[src/rtl/load_store_unit.sv]
// Load/store unit between a core request/response port and a 64-bit data memory.
// Handles byte/half/word/dword access with sign/zero extension and read-modify-write sub-dword stores.
`timescale 1ns/1ps
module load_store_unit #(
    parameter int DATA_WIDTH    = 64,
    parameter int ADDRESS_WIDTH = 6
) (
    input  logic                     clk,
    input  logic                     rst_n,
    input  logic                     req_valid,
    output logic                     req_ready,
    input  logic                     req_write,
    input  logic [1:0]               req_size,
    input  logic                     req_unsigned,
    input  logic [ADDRESS_WIDTH-1:0] req_addr,
    input  logic [DATA_WIDTH-1:0]    req_wdata,
    output logic                     resp_valid,
    input  logic                     resp_ready,
    output logic [DATA_WIDTH-1:0]    resp_rdata,
    output logic                     resp_misaligned,
    output logic [ADDRESS_WIDTH-1:0] mem_address,
    output logic [DATA_WIDTH-1:0]    mem_write_data,
    output logic                     mem_memorywrite,
    output logic                     mem_memoryread,
    input  logic [DATA_WIDTH-1:0]    mem_read_data
);

    typedef enum logic [1:0] {IDLE, READ, WRITE, RESP} state_t;

    state_t                   state_q, state_d;
    logic                     write_q, write_d;
    logic [1:0]               size_q, size_d;
    logic                     unsigned_q, unsigned_d;
    logic [ADDRESS_WIDTH-1:0] addr_q, addr_d;
    logic [DATA_WIDTH-1:0]    wdata_q, wdata_d;
    logic [DATA_WIDTH-1:0]    line_q, line_d;
    logic                     misaligned_q, misaligned_d;

    logic                     reqMisaligned;
    logic [5:0]               shamt;
    logic [DATA_WIDTH-1:0]    shifted;
    logic [DATA_WIDTH-1:0]    loadData;
    logic [DATA_WIDTH-1:0]    sizeMask;
    logic [DATA_WIDTH-1:0]    mergedData;

    always_comb begin
        reqMisaligned = 1'b0;
        case (req_size)
            2'b01:   reqMisaligned = req_addr[0];
            2'b10:   reqMisaligned = |req_addr[1:0];
            2'b11:   reqMisaligned = |req_addr[2:0];
            default: reqMisaligned = 1'b0;
        endcase
    end

    always_comb begin
        state_d      = state_q;
        write_d      = write_q;
        size_d       = size_q;
        unsigned_d   = unsigned_q;
        addr_d       = addr_q;
        wdata_d      = wdata_q;
        line_d       = line_q;
        misaligned_d = misaligned_q;
        req_ready    = 1'b0;
        mem_memoryread = 1'b0;
        case (state_q)
            IDLE: begin
                req_ready = 1'b1;
                if (req_valid) begin
                    write_d      = req_write;
                    size_d       = req_size;
                    unsigned_d   = req_unsigned;
                    addr_d       = req_addr;
                    wdata_d      = req_wdata;
                    line_d       = '0;
                    misaligned_d = reqMisaligned;
                    // Full dword stores skip the read; partial stores need the old dword to merge into.
                    if (reqMisaligned)
                        state_d = RESP;
                    else if (req_write && req_size == 2'b11)
                        state_d = WRITE;
                    else
                        state_d = READ;
                end
            end
            READ: begin
                mem_memoryread = 1'b1;
                line_d         = mem_read_data;
                state_d        = write_q ? WRITE : RESP;
            end
            WRITE: state_d = RESP;
            RESP: begin
                if (resp_ready)
                    state_d = IDLE;
            end
            default: state_d = IDLE;
        endcase
    end

    always_ff @(posedge clk) begin
        if (!rst_n) begin
            state_q      <= IDLE;
            write_q      <= 1'b0;
            size_q       <= 2'b00;
            unsigned_q   <= 1'b0;
            addr_q       <= '0;
            wdata_q      <= '0;
            line_q       <= '0;
            misaligned_q <= 1'b0;
        end else begin
            state_q      <= state_d;
            write_q      <= write_d;
            size_q       <= size_d;
            unsigned_q   <= unsigned_d;
            addr_q       <= addr_d;
            wdata_q      <= wdata_d;
            line_q       <= line_d;
            misaligned_q <= misaligned_d;
        end
    end

    always_comb begin
        shamt    = {addr_q[2:0], 3'b000};
        shifted  = line_q >> shamt;
        loadData = shifted;
        sizeMask = '1;
        case (size_q)
            2'b00: begin
                loadData = unsigned_q ? {56'b0, shifted[7:0]} : {{56{shifted[7]}}, shifted[7:0]};
                sizeMask = 64'h0000_0000_0000_00FF;
            end
            2'b01: begin
                loadData = unsigned_q ? {48'b0, shifted[15:0]} : {{48{shifted[15]}}, shifted[15:0]};
                sizeMask = 64'h0000_0000_0000_FFFF;
            end
            2'b10: begin
                loadData = unsigned_q ? {32'b0, shifted[31:0]} : {{32{shifted[31]}}, shifted[31:0]};
                sizeMask = 64'h0000_0000_FFFF_FFFF;
            end
            default: begin
                loadData = shifted;
                sizeMask = '1;
            end
        endcase
        // With a full mask the merge collapses to the store data, so one expression covers every size.
        mergedData = (line_q & ~(sizeMask << shamt)) | ((wdata_q & sizeMask) << shamt);
    end

    assign resp_valid      = (state_q == RESP);
    assign resp_misaligned = (state_q == RESP) && misaligned_q;
    assign resp_rdata      = ((state_q == RESP) && !write_q && !misaligned_q) ? loadData : '0;
    assign mem_address     = {addr_q[ADDRESS_WIDTH-1:3], 3'b000};
    assign mem_memorywrite = (state_q == WRITE) && rst_n;
    assign mem_write_data  = (state_q == WRITE) ? mergedData : '0;

endmodule

[config.mk]
export PLATFORM = sky130hd
export DESIGN_NAME = load_store_unit
export DESIGN_NICKNAME = d
export VERILOG_FILES = /design/src/rtl/load_store_unit.sv
export SDC_FILE = /design/constraint.sdc
export NUM_CORES = 1
export LEC_CHECK = 0
export ABC_AREA = 1
export CAP_MARGIN = 25
export CORE_MARGIN = 2
export CORE_UTILIZATION = 25
export CTS_CLUSTER_DIAMETER = 60
export DETAILED_ROUTE_END_ITERATION = 6
export SLEW_MARGIN = 20
export SYNTH_ARGS = -nofsm -noshare
export SYNTH_HDL_FRONTEND = slang
export SYNTH_SLANG_ARGS = --single-unit
[constraint.sdc]
create_clock -name clk -period 4.7 [get_ports clk]
set_input_delay 0.47 -clock clk [delete_from_list [all_inputs] [get_ports clk]]
set_output_delay 0.47 -clock clk [all_outputs]
set_load 0.05 [all_outputs]
==> results of run 1 <==
[power by group]
part / total, mW / switching [mW] / internal (mW) / leakage (nW)
logic: 4.25 / 3.04 / 1.21 / 4.13
registers: 1.77 / 0.313 / 1.45 / 1.16
clock network: 1.42 / 0.552 / 0.873 / 0.291
total: 7.44 / 3.90 / 3.54 / 5.58
[Yosys cell counts (all sizes together)]
cell type and n:
a211oi 1, a21oi 175, a221oi 6, a22oi 8
a31oi 15, buf 75, clkbuf 87, clkinv 1
conb 1, dfxtp 141, ha 4, inv 132
nand2 388, nand3 315, nand4 1, nor2 157
nor3 35, o2111ai 1, o211ai 25, o21a 3
o21ai 203, o22ai 2, or2 7
[per-layer routing]
layer	GRT usage, %	vias up
li1	-	6289
met1	34.87	6108
met2	36.13	685
met3	4.313	67
met4	6.552	0
met5	0	-
[worst reg2reg max path, stage by stage (launching register included)]
cell	delay, ns
dfxtp_1	0.39
inv_1	0.08
ha_1	0.30
nand2_4	0.42
buf_4	0.79
nand3_1	0.25
a21oi_1	0.18
[layout make-up]
class | instances | area (um^2) | area share, %
clock buffer | 21 | 470.5 | 3.217
clock inverter | 10 | 137.6 | 0.9411
inverter | 133 | 499.2 | 3.413
multi-input combinational | 1349 | 6489 | 44.37
sequential | 141 | 2829 | 19.34
tap | 539 | 674.4 | 4.611
timing repair buffer | 310 | 3526 | 24.11
[cell families after synthesis]
family	count (synthesis)	synth area share (%)
buffers and inverters	295	11.84
other	1	0.03562
flip-flops	141	26.81
AND/OR/NAND/NOR	903	38.51
AO/OA/AOI/OAI	439	22.33
adder cells (fa/ha/maj)	4	0.4754
[worst paths after layout]
| kind | endpoint |
|---|---|
| worst max register to register | line_q[9]$_SDFFE_PN0P_ |
| worst min-delay path | wdata_q[49]$_SDFFE_PN0P_ |
| worst max-delay path | mem_write_data[38] |
| worst min register to register | wdata_q[49]$_SDFFE_PN0P_ |
[metrics by stage]
step | util, % | power (mW) | instance area (um^2) | setup slack, ns | hold WS, ns
after floorplan | - | 4.473 | 10540 | 1.442 | 0.4300
after CTS | 34.96 | 7.364 | 14600 | 0.5316 | 0.4698
after global placement | 33.39 | 5.895 | 13940 | 1.065 | 0.4479
final | 35.02 | 7.441 | 14630 | 0.4474 | 0.4716
after global routing | 35.02 | 7.866 | 14630 | 0.2523 | 0.4909
after detailed placement | 33.50 | 5.927 | 13990 | 1.006 | 0.4618
[state kept, by name (all words and copies together), names as in the netlist]
name          flops
size_q            2
state_q           2
addr_q            6
unsigned_q        1
write_q           1
wdata_q          64
misaligned_q      1
line_q           64
[cell usage in the layout, fill, tap and decap left out, drive strengths merged]
| cell | count |
|---|---|
| a211oi | 1 |
| ha | 4 |
| bufinv | 3 |
| o21ai | 203 |
| dfxtp | 141 |
| clkdlybuf4s50 | 234 |
| a21oi | 175 |
| a22oi | 8 |
| or2 | 7 |
| a31oi | 15 |
| clkinv | 4 |
| nand4 | 1 |
| nor3 | 35 |
| o22ai | 2 |
| o211ai | 25 |
| buf | 76 |
| o21a | 3 |
| nand2 | 388 |
| nand3 | 315 |
| o2111ai | 1 |
| conb | 3 |
| nor2 | 157 |
| a221oi | 6 |
| clkbuf | 21 |
| inv | 133 |
| clkinvlp | 3 |
==> out/results.txt, run 1 <==
Crit Path Class -> reg2out
FP Rows -> 75
Worst-path cell chain -> nand2_2 -> inv_1 -> nand3_1 -> o211ai_1 -> nand3_1 -> a31oi_1 -> clkdlybuf4s50_1
Final WL -> 53.16 mm
Final HPWL DP -> 41.91 mm
Min Tclk post-route -> 4.253 ns
Initial antenna violation count -> 0
Num CTS Buffers -> 17
Clock Sink Count -> 141
Largest net degree at the start of global routing -> 114
# fillers -> 4577
Synthesized flop and latch total -> 141
CTS root buffer -> clkbuf_16
CP dominant cell by count -> nand3_1
Die area -> 43770 um^2
Leakage Power -> 5.577 nW
Fin crit share -> 90.48%
Remaining global-route overflow -> 0
Startpoint types -> register
Synth top area share -> 26.81%
Delay-heaviest family, CP -> buffers and inverters
Final non-filler cell total -> 2503
Max layer used -> met4
Max Cap Viol -> 0
Final setup violation count -> 0
Routed wl met3 -> 4.496 mm
Yosys warns -> 0
H-tree levels -> 4
Routed vias/inst -> 5.253
Critical path's slowest cell -> clkdlybuf4s50_1
Final TNS setup -> 0 ns
Core Area -> 41760 um^2
Final nets -> 2098
Worst Path Buf+Inv -> 2
Status -> complete, no violations
Post-synthesis sequential area ratio -> 26.81%
Hold Startpoint -> wdata_q[49]$_SDFFE_PN0P_
Cell area after synthesis -> 10530 um^2
Worst Tran Pin Value -> 0.9863 ns
Max rail drop VDD -> 0.0004414 V
Vias in the first global route -> 12.46k
Post-route ant nets -> 0
Critical path peak fanout -> 29
CTS tree -> built
Initial Utilization -> 25.21%
CP Data Required Time -> 4.23 ns
R2R setup slack -> 2.21 ns
Cells on Worst Hold Path -> 2
First-pass GRT wire length -> 79.21 mm
CTS clock-pin slew for the worst setup and hold paths -> 0.06 ns
Max_slew headroom -> 34.09%
Layout cell share with drive strength beyond 1 -> 8.554%
TritonRoute pass-1 iters -> 7
Min-Delay Path Class -> reg2reg
Drt initial violations -> 1517
Power Density -> 508.7 nW/um^2
Max-slew violation count -> 0
Fmax -> 0.2352 GHz
CP peak stage delay -> 0.90 ns
Wire per inst -> 21.24 um
Setup repair bufs after CTS -> 0
GRT Resource Usage Total -> 23.99%
RSZ-0062 raised after global routing -> no
RePlAce Congestion -> 0.9640
Synth Instances -> 1783
Worst r2r src -> state_q[0]$_SDFFE_PN0P_
Yosys top cell by area -> dfxtp_1
Layout area overhead -> 38.91%
Diodes inserted -> 0
Metal-1 WL -> 24.91 mm
Crit path from -> size_q[0]$_SDFFE_PN0P_
Number of buffers added on ports -> 277
Met2 WL -> 22.59 mm
Clock Tree Buf Depth -> 2
Synth area leaders -> dfxtp_1, nand3_1, nand2_1
Cell Count Post-Placement -> 2471
Final hold vios -> 0
Distinct cell type count after synthesis -> 38
Crit. End Element -> output pin
Worst-Skew Late Latency -> 0.44 ns
Critical path arrival -> 3.78 ns
Die H -> 209.2 um
Syn_area_per_cell -> 5.905 um^2
Cell count of the worst reg-to-reg path -> 6
Ports -> 281
DRC viols -> 0
DR vias -> 13.15k
Die width -> 209.2 um
Hold-fix buffers, CTS -> 0
PostCTS Resize Cnt -> 0
Post-Route Skew -> 0.01488 ns
Cell count along the critical path -> 7
(Power assumes the default switching activity.)
==> run 2: changes to the inputs <==
Settings changed: CORE_ASPECT_RATIO from default to 0.6, CORE_UTILIZATION 25 to 35.
==> run 2 against run 1 <==
Compared with the run above: critical path depth up 3; highest routed layer is now met5; clock-buffer cell count down 3; combinational power down 1%; final area down 1.6%.
==> out/results.txt, run 2 (synthesized netlist as in run 1, its figures left out) <==
First-pass GRT wire length -> 76.98 mm
Worst Tran Pin Value -> 1.046 ns
Layout cell share with drive strength beyond 1 -> 8.512%
PostCTS Resize Cnt -> 0
Final HPWL DP -> 40.94 mm
DR vias -> 13.31k
Fin util -> 48.30%
Post-route ant nets -> 0
Clock Tree Buf Depth -> 2
Die width -> 227.9 um
Number of buffers added on ports -> 277
Die area -> 31530 um^2
Crit Path Class -> reg2out
R2R setup slack -> 2.16 ns
Num CTS Buffers -> 17
Most frequent cells in the layout -> nand2_1, nand3_1, clkdlybuf4s50_1
Final TNS setup -> 0 ns
Remaining global-route overflow -> 0
Biggest registers after layout -> line_q x64, wdata_q x64, addr_q x6
FP Rows -> 49
TritonRoute pass-1 iters -> 6
Crit. End Element -> output pin
Post-Route Skew -> 0.009922 ns
Worst-Skew Late Latency -> 0.46 ns
Min Tclk post-route -> 3.859 ns
Total Power -> 7.411 mW
Min-Delay Path Class -> reg2reg
Setup repair bufs after CTS -> 0
DP Worst Slack -> 1.413 ns
Multi-input logic area -> 6482 um^2
RePlAce Congestion -> 1.009
Fmax -> 0.2592 GHz
CTS root buffer -> clkbuf_16
Startpoint types -> register
Critical path peak fanout -> 27
Cell Count Post-Placement -> 2338
Wire per inst -> 22.17 um
Max_slew headroom -> 29.88%
Status -> complete, no violations
Final non-filler cell total -> 2371
Most common cell after layout, fill and taps aside -> nand2_1
Ports -> 281
Drt initial violations -> 1762
Largest net degree at the start of global routing -> 89
Hold-fix buffers, CTS -> 0
Routed vias/inst -> 5.614
DRC viols -> 0
Final setup margin -> 0.8415 ns
Power Density -> 515.0 nW/um^2
Initial antenna violation count -> 2
Final WL -> 52.55 mm
Final nets -> 2095
Clock Sink Count -> 141
Max rail drop VDD -> 0.0004179 V
Leakage Power -> 5.554 nW
Final setup violation count -> 0
Fin crit share -> 82.10%
# fillers -> 3200
RSZ-0062 raised after global routing -> no
Die H -> 138.4 um
H-tree levels -> 4
Register area -> 2829 um^2
GRT Resource Usage Total -> 32.32%
CTS clock-pin slew for the worst setup and hold paths -> 0.08 ns
Core Area -> 29800 um^2
CTS tree -> built
Layout area overhead -> 36.67%
CP Data Required Time -> 4.23 ns
Critical path arrival -> 3.39 ns
Final hold vios -> 0
Vias in the first global route -> 12.16k
Max-slew violation count -> 0
Initial Utilization -> 35.34%
Max Cap Viol -> 0
-- run 2: cell type report --
| cell class | instances | area share [%] |
|---|---|---|
| multi-input cells | 1349 | 45.05 |
| repair buffers | 307 | 23.98 |
| flip-flops and latches | 141 | 19.66 |
| well taps | 408 | 3.548 |
| inverters | 133 | 3.469 |
| clock buffers | 18 | 3.052 |
| clock inverters | 14 | 1.226 |
| diodes | 1 | 0.01739 |
-- run 2: power breakdown --
part | internal [mW] | total [mW] | switching [mW]
combinational | 1.14 | 4.20 | 3.05
sequential | 1.45 | 1.75 | 0.301
clock | 0.819 | 1.46 | 0.641
-- run 2: final timing paths --
kind | from | endpoint | depth (start not counted)
max reg2reg | state_q[1]$_SDFFE_PN0P_ | line_q[22]$_SDFFE_PN0P_ | 8
max | size_q[1]$_SDFFE_PN0P_ | mem_write_data[60] | 10
min reg2reg | wdata_q[11]$_SDFFE_PN0P_ | wdata_q[11]$_SDFFE_PN0P_ | 2
min | wdata_q[11]$_SDFFE_PN0P_ | wdata_q[11]$_SDFFE_PN0P_ | 2
-- run 2: per-stage QoR --
step | cell area (um^2) | hold WS (ns)
after global routing | 14390 | 0.4867
after floorplan | 10540 | 0.4300
after CTS | 14390 | 0.4679
after global placement | 13770 | 0.4451
final | 14390 | 0.4642
after detailed placement | 13770 | 0.4574
-- run 2: metal layers --
layer	part of all wire, %	wire (um)	up-vias	GRT usage [%]
met5	0.17	91	-	2.083
met4	2.2	1149	2	8.222
met3	13	6794	80	11.16
met2	37	19590	791	42.12
met1	47	24930	6149	49.03
li1	-	-	6289	-
-- run 2: worst max-delay path: stages (launching register included) --
cell and delay [ns]:
dfxtp_1 0.46, nand2_2 0.09, inv_1 0.21, buf_4 0.34, nand2_1 0.19, o21ai_0 0.34, o21ai_0 0.17, nand3_1 0.10
nand2_1 0.12, inv_1 0.09, clkdlybuf4s50_1 0.81
